===== src/rtl/cic_ctrl_pkg.sv =====
// Shared types and sizing helpers for the CIC decimator controller.
package cic_ctrl_pkg;

  typedef enum logic [1:0] {
    ST_IDLE   = 2'd0,
    ST_FLUSH  = 2'd1,
    ST_SETTLE = 2'd2,
    ST_RUN    = 2'd3
  } cic_state_t;

  // One extra bit so that R_MAX itself is representable.
  function automatic int rate_width(input int r_max);
    return $clog2(r_max) + 1;
  endfunction

  function automatic int flush_cycles(input int n);
    return 2 * n + 2;
  endfunction

endpackage


===== src/rtl/cic_out_fifo.sv =====
// Output sample buffer: power-of-2 synchronous FIFO whose pointers carry an
// extra wrap bit to tell full from empty.
module cic_out_fifo #(
  parameter int DATA_WIDTH = 14,
  parameter int FIFO_DEPTH = 4
) (
  input  logic                  clk,
  input  logic                  rst_n,
  input  logic                  clear,
  input  logic                  push,
  input  logic                  pop,
  input  logic [DATA_WIDTH-1:0] din,
  output logic [DATA_WIDTH-1:0] dout,
  output logic                  full,
  output logic                  empty,
  output logic                  drop
);

  localparam int AW = $clog2(FIFO_DEPTH);
  localparam logic [AW:0] PTR_ONE = 1;

  logic [DATA_WIDTH-1:0] mem [FIFO_DEPTH];
  logic [AW:0]           wr_ptr;
  logic [AW:0]           rd_ptr;
  logic                  do_push;
  logic                  do_pop;

  assign empty = (wr_ptr == rd_ptr);
  assign full  = (wr_ptr[AW] != rd_ptr[AW]) && (wr_ptr[AW-1:0] == rd_ptr[AW-1:0]);

  // A pop frees a slot in the same cycle, so a full FIFO still takes a push alongside it.
  assign do_pop  = pop && !empty && !clear;
  assign do_push = push && !clear && (!full || do_pop);
  assign drop    = push && !clear && full && !do_pop;
  assign dout    = empty ? '0 : mem[rd_ptr[AW-1:0]];

  always_ff @(posedge clk or negedge rst_n) begin
    if (!rst_n) begin
      wr_ptr <= '0;
      rd_ptr <= '0;
    end else if (clear) begin
      wr_ptr <= '0;
      rd_ptr <= '0;
    end else begin
      if (do_push) wr_ptr <= wr_ptr + PTR_ONE;
      if (do_pop)  rd_ptr <= rd_ptr + PTR_ONE;
    end
  end

  always_ff @(posedge clk) begin
    if (do_push) mem[wr_ptr[AW-1:0]] <= din;
  end

endmodule


===== src/rtl/cic_decim_ctrl.sv =====
// Run-time controller for the CIC decimator: restart sequencing, decimation
// strobe, start-up transient discard and buffered valid/ready output.
module cic_decim_ctrl
  import cic_ctrl_pkg::*;
#(
  parameter int  N          = 2,
  parameter int  R_MAX      = 256,
  parameter int  R_DEFAULT  = 16,
  parameter int  DATA_WIDTH = 14,
  parameter int  FIFO_DEPTH = 4,
  localparam int RW         = rate_width(R_MAX)
) (
  input  logic                  clk,
  input  logic                  rst_n,
  input  logic                  enable,
  input  logic                  rate_wr,
  input  logic [RW-1:0]         rate_in,
  output logic                  rate_ack,
  output logic                  rate_err,
  output logic [RW-1:0]         cic_rate,
  output logic                  cic_clr,
  output logic                  cic_stb,
  input  logic [DATA_WIDTH-1:0] cic_data,
  input  logic                  cic_valid,
  output logic [DATA_WIDTH-1:0] m_data,
  output logic                  m_valid,
  input  logic                  m_ready,
  output logic                  overflow,
  input  logic                  ovf_clr,
  output logic [1:0]            state
);

  localparam int FLUSH_CYC = flush_cycles(N);
  localparam int FCW       = $clog2(FLUSH_CYC);
  localparam int DCW       = (N > 1) ? $clog2(N) : 1;

  cic_state_t     cur_state;
  cic_state_t     next_state;
  logic [FCW-1:0] flush_cnt;
  logic [DCW-1:0] discard_cnt;
  logic [RW-1:0]  phase;

  logic rate_ok;
  logic enter_flush;
  logic flush_done;
  logic settle_done;
  logic counting;
  logic fifo_push;
  logic fifo_pop;
  logic fifo_full;
  logic fifo_empty;
  logic fifo_drop;
  logic ovf_set;

  assign rate_ok     = rate_wr && (rate_in >= RW'(2)) && (rate_in <= RW'(R_MAX));
  assign flush_done  = (flush_cnt == FCW'(FLUSH_CYC - 1));
  assign settle_done = cic_valid && (discard_cnt == DCW'(N - 1));
  assign enter_flush = (next_state == ST_FLUSH) && ((cur_state != ST_FLUSH) || rate_ok);
  assign state       = cur_state;

  always_ff @(posedge clk or negedge rst_n) begin
    if (!rst_n) cur_state <= ST_IDLE;
    else        cur_state <= next_state;
  end

  // Disable overrides everything; a valid rate write outside IDLE restarts the flush.
  always_comb begin
    next_state = cur_state;
    if (!enable) begin
      next_state = ST_IDLE;
    end else begin
      unique case (cur_state)
        ST_IDLE:   next_state = ST_FLUSH;
        ST_FLUSH:  if (rate_ok)          next_state = ST_FLUSH;
                   else if (flush_done)  next_state = ST_SETTLE;
        ST_SETTLE: if (rate_ok)          next_state = ST_FLUSH;
                   else if (settle_done) next_state = ST_RUN;
        ST_RUN:    if (rate_ok)          next_state = ST_FLUSH;
        default:   next_state = ST_IDLE;
      endcase
    end
  end

  always_comb begin
    cic_clr   = 1'b0;
    counting  = 1'b0;
    cic_stb   = 1'b0;
    fifo_push = 1'b0;
    unique case (cur_state)
      ST_IDLE, ST_FLUSH: cic_clr = 1'b1;
      ST_SETTLE:         counting = 1'b1;
      ST_RUN: begin
        counting  = 1'b1;
        fifo_push = cic_valid;
      end
      default:           cic_clr = 1'b1;
    endcase
    cic_stb = counting && (phase == cic_rate - RW'(1));
  end

  always_ff @(posedge clk or negedge rst_n) begin
    if (!rst_n) begin
      flush_cnt <= '0;
    end else if (enter_flush) begin
      flush_cnt <= '0;
    end else if (cur_state == ST_FLUSH && !flush_done) begin
      flush_cnt <= flush_cnt + FCW'(1);
    end
  end

  always_ff @(posedge clk or negedge rst_n) begin
    if (!rst_n) begin
      discard_cnt <= '0;
    end else if (enter_flush) begin
      discard_cnt <= '0;
    end else if (cur_state == ST_SETTLE && cic_valid && !settle_done) begin
      discard_cnt <= discard_cnt + DCW'(1);
    end
  end

  always_ff @(posedge clk or negedge rst_n) begin
    if (!rst_n) begin
      phase <= '0;
    end else if (enter_flush || !counting) begin
      phase <= '0;
    end else if (phase >= cic_rate - RW'(1)) begin
      phase <= '0;
    end else begin
      phase <= phase + RW'(1);
    end
  end

  // Every valid write lands on an edge that either stays in IDLE or enters FLUSH,
  // so the pending rate is applied at that same edge and never outlives a cycle.
  always_ff @(posedge clk or negedge rst_n) begin
    if (!rst_n) begin
      cic_rate <= RW'(R_DEFAULT);
      rate_ack <= 1'b0;
      rate_err <= 1'b0;
    end else begin
      rate_ack <= rate_ok;
      rate_err <= rate_wr && !rate_ok;
      if (rate_ok) cic_rate <= rate_in;
    end
  end

  assign m_valid  = !fifo_empty;
  assign fifo_pop = m_valid && m_ready;
  assign ovf_set  = fifo_drop && fifo_full;

  always_ff @(posedge clk or negedge rst_n) begin
    if (!rst_n)       overflow <= 1'b0;
    else if (ovf_set) overflow <= 1'b1;
    else if (ovf_clr) overflow <= 1'b0;
  end

  cic_out_fifo #(
    .DATA_WIDTH (DATA_WIDTH),
    .FIFO_DEPTH (FIFO_DEPTH)
  ) u_fifo (
    .clk   (clk),
    .rst_n (rst_n),
    .clear (enter_flush),
    .push  (fifo_push),
    .pop   (fifo_pop),
    .din   (cic_data),
    .dout  (m_data),
    .full  (fifo_full),
    .empty (fifo_empty),
    .drop  (fifo_drop)
  );

endmodule


===== config.mk =====
export PLATFORM = sky130hd
export DESIGN_NAME = cic_decim_ctrl
export DESIGN_NICKNAME = d
export VERILOG_FILES = /design/src/rtl/cic_ctrl_pkg.sv /design/src/rtl/cic_out_fifo.sv /design/src/rtl/cic_decim_ctrl.sv
export SDC_FILE = /design/constraint.sdc
export NUM_CORES = 1
export LEC_CHECK = 0
export ABC_AREA = 1
export ABC_CLOCK_PERIOD_IN_PS = 2200
export CAP_MARGIN = 20
export CORE_MARGIN = 1
export CORE_UTILIZATION = 40
export CTS_CLUSTER_SIZE = 16
export DETAILED_ROUTE_END_ITERATION = 12
export HOLD_SLACK_MARGIN = 0.12
export PLACE_DENSITY = 0.6
export SKIP_CTS_REPAIR_TIMING = 1
export SYNTH_ARGS = -nofsm -noshare
export SYNTH_HDL_FRONTEND = slang
export SYNTH_SLANG_ARGS = --single-unit

===== constraint.sdc =====
create_clock -name clk -period 2.2 [get_ports clk]
set_input_delay 0.66 -clock clk [delete_from_list [all_inputs] [get_ports clk]]
set_output_delay 0.66 -clock clk [all_outputs]
set_load 0.02 [all_outputs]

Word-level counts from Yosys, hierarchy flattened
Memory sizes are Yosys's and may differ from the RTL's. Index checks and enable logic that the tools add are counted.

Bits in registers: 33. Bits in writable memories: 56. Bits of input ports: 30. Output and inout port bits: 31. Memories kept: 1.

Memory list: u_fifo.mem (words 4, bits a word 14, rd ports 1, clocked after Yosys merged registers in 0, write ports 1, line cic_out_fifo.sv:22) `logic [DATA_WIDTH-1:0] mem [FIFO_DEPTH];`.

$add $sub $neg: 6. $lt $le $gt $ge: 3. Eq/ne operators: 10. Mux-type cells: 25. Reduce and logical (&&, ||, !) cells: 37.

Operators with widths (number): $logic_and 1x1->1 (18); $mux 3 (6); $mux 9 (2); $mux 14 (1); $mux 2 (6); $reduce_bool 2->1 (5); $add 3x1->3 const B (3); $add 9x1->9 const B (1); $eq 9x9->1 (1); $ge 9x2->1 const B (1); $ge 9x9->1 (1); $le 9x9->1 const B (1); $mux 1 (9); $sub 9x1->9 const B (1); $logic_not 1->1 (8); $pmux 2 s4 (1); $eq 2x1->1 const B (2); $eq 2x2->1 const B (2); $reduce_or 2->1 (2); $eq 3x3->1 (1); $eq 3x3->1 const B (1); $logic_or 1x1->1 (3); $eq 2x2->1 (1); $logic_not 2->1 (1); 3 further kinds (3).

Depth between registers and ports, before layout
Gate-level depths: netlist of the first run.

Depth in word-level cells: 14. Gate-level depth with buffers: 14. Mapped depth without buffers: 14.

Hierarchy
A second synthesis of the first run with hierarchy kept.

Cell total of the unflattened synthesis: 434. Area total of the unflattened synthesis: 4396.7 um^2.

By module, submodules not included: cic_out_fifo (instances 1, cells each 226, area an instance 2688.8 um^2, seq. area each 1831.8 um^2); cic_decim_ctrl (instances 1, cells each 208, area an instance 1707.9 um^2, seq. area each 676.9 um^2).

Worst setup path before layout of the first run
OpenSTA, ideal clock, no wires.

Path type: register to output. Start: register cic_rate[0]. End: output cic_stb. Data arrival time: 1952 ps. Required time: 1540 ps. Slack: -412 ps. Cell stages (with the launch flop): 12. Path buffers: 0. Path through: dfrtp_1 > inv_1 > ha_1 > nand2_1 > nor2_1 > nand2_1 > xor2_1 > ha_1 > nand4_1 > nor2_1 > nand2_1 > nor2_1.

Longest elaborated chain between the ends: 3.

RTL lines: start: declaration (line cic_decim_ctrl.sv:20) `output logic [RW-1:0] cic_rate,`; start signal: assignment (line cic_decim_ctrl.sv:137) `cic_rate <= RW'(R_DEFAULT);`; start signal: assignment (line cic_decim_ctrl.sv:143) `if (rate_ok) cic_rate <= rate_in;`; $sub 9x1->9 (line cic_decim_ctrl.sv:98) `cic_stb = counting && (phase == cic_rate - RW'(1));`; $eq 9x9->1 (line cic_decim_ctrl.sv:98); $logic_and 1x1->1 (line cic_decim_ctrl.sv:98); end: declaration (line cic_decim_ctrl.sv:22) `output logic cic_stb,`.

Every way passes these cells.

Worst setup path after layout of the first run
Start: register cic_rate[2]. End: output cic_stb.

The elaborated chain is that of the path after synthesis.

==> results of run 1 <==
-- cells in the mapped netlist, drive strengths merged --
| cell type | count |
|---|---|
| a211oi | 1 |
| a21oi | 9 |
| and3 | 1 |
| buf | 3 |
| clkbuf | 9 |
| dfrtp | 32 |
| dfstp | 1 |
| edfxtp | 56 |
| ha | 18 |
| inv | 44 |
| nand2 | 73 |
| nand3 | 10 |
| nand3b | 3 |
| nand4 | 6 |
| nor2 | 63 |
| nor3 | 3 |
| o2111ai | 3 |
| o211ai | 1 |
| o21a | 1 |
| o21ai | 35 |
| o22ai | 14 |
| o31ai | 1 |
| or2 | 3 |
| xnor2 | 5 |
| xor2 | 11 |
-- worst max-delay path by stage --
stage,start,end,slack (ps),depth (start not counted)
after detailed placement,cic_rate[0],cic_stb,-790,12
after global placement,cic_rate[2],cic_stb,-770,12
after global routing,cic_rate[2],cic_stb,-930,12
after floorplan,cic_rate[0],cic_stb,-220,11
after CTS,cic_rate[0],cic_stb,-1210,12
final,cic_rate[2],cic_stb,-740,12
-- cell type report --
class | count | share of cell area
sequential | 89 | 0.403
inverter | 44 | 0.0273
clock buffer | 10 | 0.0204
tap | 133 | 0.0267
timing repair buffer | 155 | 0.244
clock inverter | 6 | 0.0118
multi-input combinational | 262 | 0.267
-- registers in the layout, summed over array words and instances (netlist names) --
signal and flops:
flush_cnt 3, u_fifo.wr_ptr 3, u_fifo.mem 56, state 2, u_fifo.rd_ptr 3, rate_ack 1, rate_err 1, overflow 1
phase 9, discard_cnt 1, cic_rate 9
-- power groups by stage --
| stage | Combinational, mW | Sequential [mW] | Clock [mW] |
|---|---|---|---|
| floorplan | 0.478 | 1.95 | 0 |
| global placement | 0.982 | 1.91 | 0 |
| detailed placement | 1.00 | 1.92 | 0 |
| CTS | 1.01 | 1.88 | 1.17 |
| global route | 1.38 | 1.89 | 1.23 |
| finish | 1.26 | 1.88 | 1.14 |
-- layer usage --
metal / vias to the layer above / part of all wire / track usage
met5: - / 0 / 0
met4: 0 / 0.0088 / 0.0510
met3: 7 / 0.048 / 0.0420
met2: 73 / 0.51 / 0.309
met1: 1553 / 0.43 / 0.205
li1: 1681 / - / -
-- kinds of logic (layout without fill, tap and decap cells) --
| family | count (synthesis) | after routing | synth area share |
|---|---|---|---|
| DFF | 89 | 89 | 0.603 |
| AOI/OAI and AO/OA | 65 | 65 | 0.0908 |
| adders and majority gates | 18 | 18 | 0.0541 |
| and+or+nand+nor | 162 | 163 | 0.164 |
| xor gates and xnor gates | 16 | 16 | 0.0337 |
| buffers and inverters | 56 | 215 | 0.0541 |
-- critical path, cell delays in order, from the launching register on --
cell	delay (ps)
dfrtp_2	430
buf_4	140
nor2_1	120
nand2_2	70
nor2_1	80
nand2_1	90
xor2_1	160
ha_1	300
nand4_1	80
nor2_1	150
nand2_2	100
nor2_4	90
buf_6	120
-- metrics by stage --
step	util	std cells
3_5_place_dp	0.559	658
3_3_place_gp	0.559	658
2_1_floorplan	-	406
5_1_grt	0.630	699
6_report	0.630	699
4_1_cts	0.579	674
==> impl_metrics.csv, run 1 <==
group,metric,value,unit
placement,portBuffers,60,
worst_setup_path,cp_data_arrival_time,2280,ps
status,status,"finished, violations left",
sta,finalSetupTns,-12420,ps
clocking,cts_buffer_depth,2,
grt,grt_usage,0.173,
worst_setup_path,start_kind,"flip-flop",
power,p_sw_frac,0.297,
cells_and_area,fin_area,0.00624,mm^2
logic_synthesis,syn-cell-area,0.00416,mm^2
job,cap_violations,0,
grt,grt_pass1_wl,14700,um
power,internal-power,3.01,mW
worst_hold_path,hold_class,"reg -> reg",
worst_setup_path,reg2reg_from,"cic_rate[2]",
floorplanning,die_x,104,um
floorplanning,start_util,0.420,
grt,grt-ovfl-total,0,
worst_setup_path,r2r_setup_slack,-440,ps
floorplanning,ioPinCount,61,
cells_and_area,area_growth,50.0,%
sta,fin_crit_sh,1.34,
power,ir_drop,0.456,mV
power,power_density,686,mW/mm^2
sta,rsz0062_at_grt,"yes",
logic_synthesis,synth.net_count,454,
worst_setup_path,crit_required,1540,ps
drt,drt-pass1-iter-count,4,
cells_and_area,antenna_cells,0,
placement,placed_area,0.00554,mm^2
sta,worst_slack,-744,ps
sta,max_clock_freq,0.340,GHz
cells_and_area,fin_nets,609,
logic_synthesis,ys_warn_count,0,
logic_synthesis,yosys-top-cells-area,"edfxtp_1, dfrtp_1, nand2_1",
cells_and_area,final_common_cell,"buf_4",
logic_synthesis,ys_types,33,
cells_and_area,multi_input_area,0.00167,mm^2
worst_hold_path,hold-path-endpoint,"discard_cnt",
worst_setup_path,critical_path_class,"reg -> out",
sta,slew_viol_final,0,
floorplanning,die_area,0.0108,mm^2
clocking,clkLatencyLatePin,350,ps
placement,routabilityCongestion,0.755,
status,violations,"negative setup slack",
power,clkPwrFrac,0.266,
logic_synthesis,ys_seq_area_frac,0.603,
sta,timing.slew.headroom,0.711,
power,pwr-share-seq,0.440,
worst_setup_path,reg2regPathDepth,15,
placement,post-dp-hpwl,6130,um
sta,finalSetupViolations,81,
sta,whs,526,ps
drt,avgRoutedWirePerCell,13.7,um
grt,antenna_found_initial,0,
floorplanning,fp-row-count,36,
placement,dp_worst_setup_slack,-791,ps
floorplanning,coreArea,0.00991,mm^2
grt,grt_pass1_vias,3233,
clocking,cts_buffers,9,
drt,via_count,3314,
clocking,cts_tree,"built",
power,finalPower,4.28,mW
drt,route.detailed.drc,0,
sta,skew,8.45,ps
clocking,clk_pin_slew,90,ps
drt,wirelength,9560,um
power,p_sw,1.27,mW
worst_setup_path,r2r-end,"phase[3]",
drt,vias_per_cell,4.74,
power,leakagePower,2.86,nW
logic_synthesis,syn_avg_cell_area,10.2,um^2
power,power_frac_comb,0.295,
cells_and_area,final-seq-area,0.00251,mm^2
worst_setup_path,cp-end-kind,"output port",
worst_hold_path,holdPathStages,2,
clocking,htree_levels,3,
clocking,cts.sinks,89,
sta,worstMarginPinSlew,433,ps
clocking,root_buffer,"clkbuf_8",
logic_synthesis,yosys.area.top_type,"edfxtp_1",
sta,hold_violations,0,
drt,ant_nets,0,
drt,first_iter_violations,101,
logic_synthesis,synth.top_cell.area_share,0.404,
logic_synthesis,syn_inst,406,
worst_setup_path,cp_max_fo,3,
cells_and_area,drive_gt1_frac,0.345,
cells_and_area,num-fill-cells,815,
logic_synthesis,ys_seq_elements,89,
sta,min_period,2940,ps
worst_hold_path,hp-start,"discard_cnt",
floorplanning,chipHeight,104,um
cells_and_area,layout_common_cells,"buf_4, nand2_1, edfxtp_1",
grt,grt_max_degree,34,
(Power assumes the default switching activity.)
==> run 2: changes to the inputs <==
--- a/config.mk
+++ b/config.mk
@@ -7,7 +7,7 @@
 export LEC_CHECK = 0
 export ABC_AREA = 1
 export ABC_CLOCK_PERIOD_IN_PS = 2200
-export CAP_MARGIN = 20
+export CAP_MARGIN = 40
 export CORE_MARGIN = 1
 export CORE_UTILIZATION = 40
 export CTS_CLUSTER_SIZE = 16
==> results of run 2 <==
The final DEF is identical to that of run 1; final timing and power are the same.
==> run 3: changes to the inputs <==
--- a/config.mk
+++ b/config.mk
@@ -12,6 +12,7 @@
 export CORE_UTILIZATION = 40
 export CTS_CLUSTER_SIZE = 16
 export DETAILED_ROUTE_END_ITERATION = 12
+export GPL_ROUTABILITY_DRIVEN = 0
 export HOLD_SLACK_MARGIN = 0.12
 export PLACE_DENSITY = 0.6
 export SKIP_CTS_REPAIR_TIMING = 1
==> results of run 3 <==
The final DEF is identical to that of run 1; final timing and power are the same.
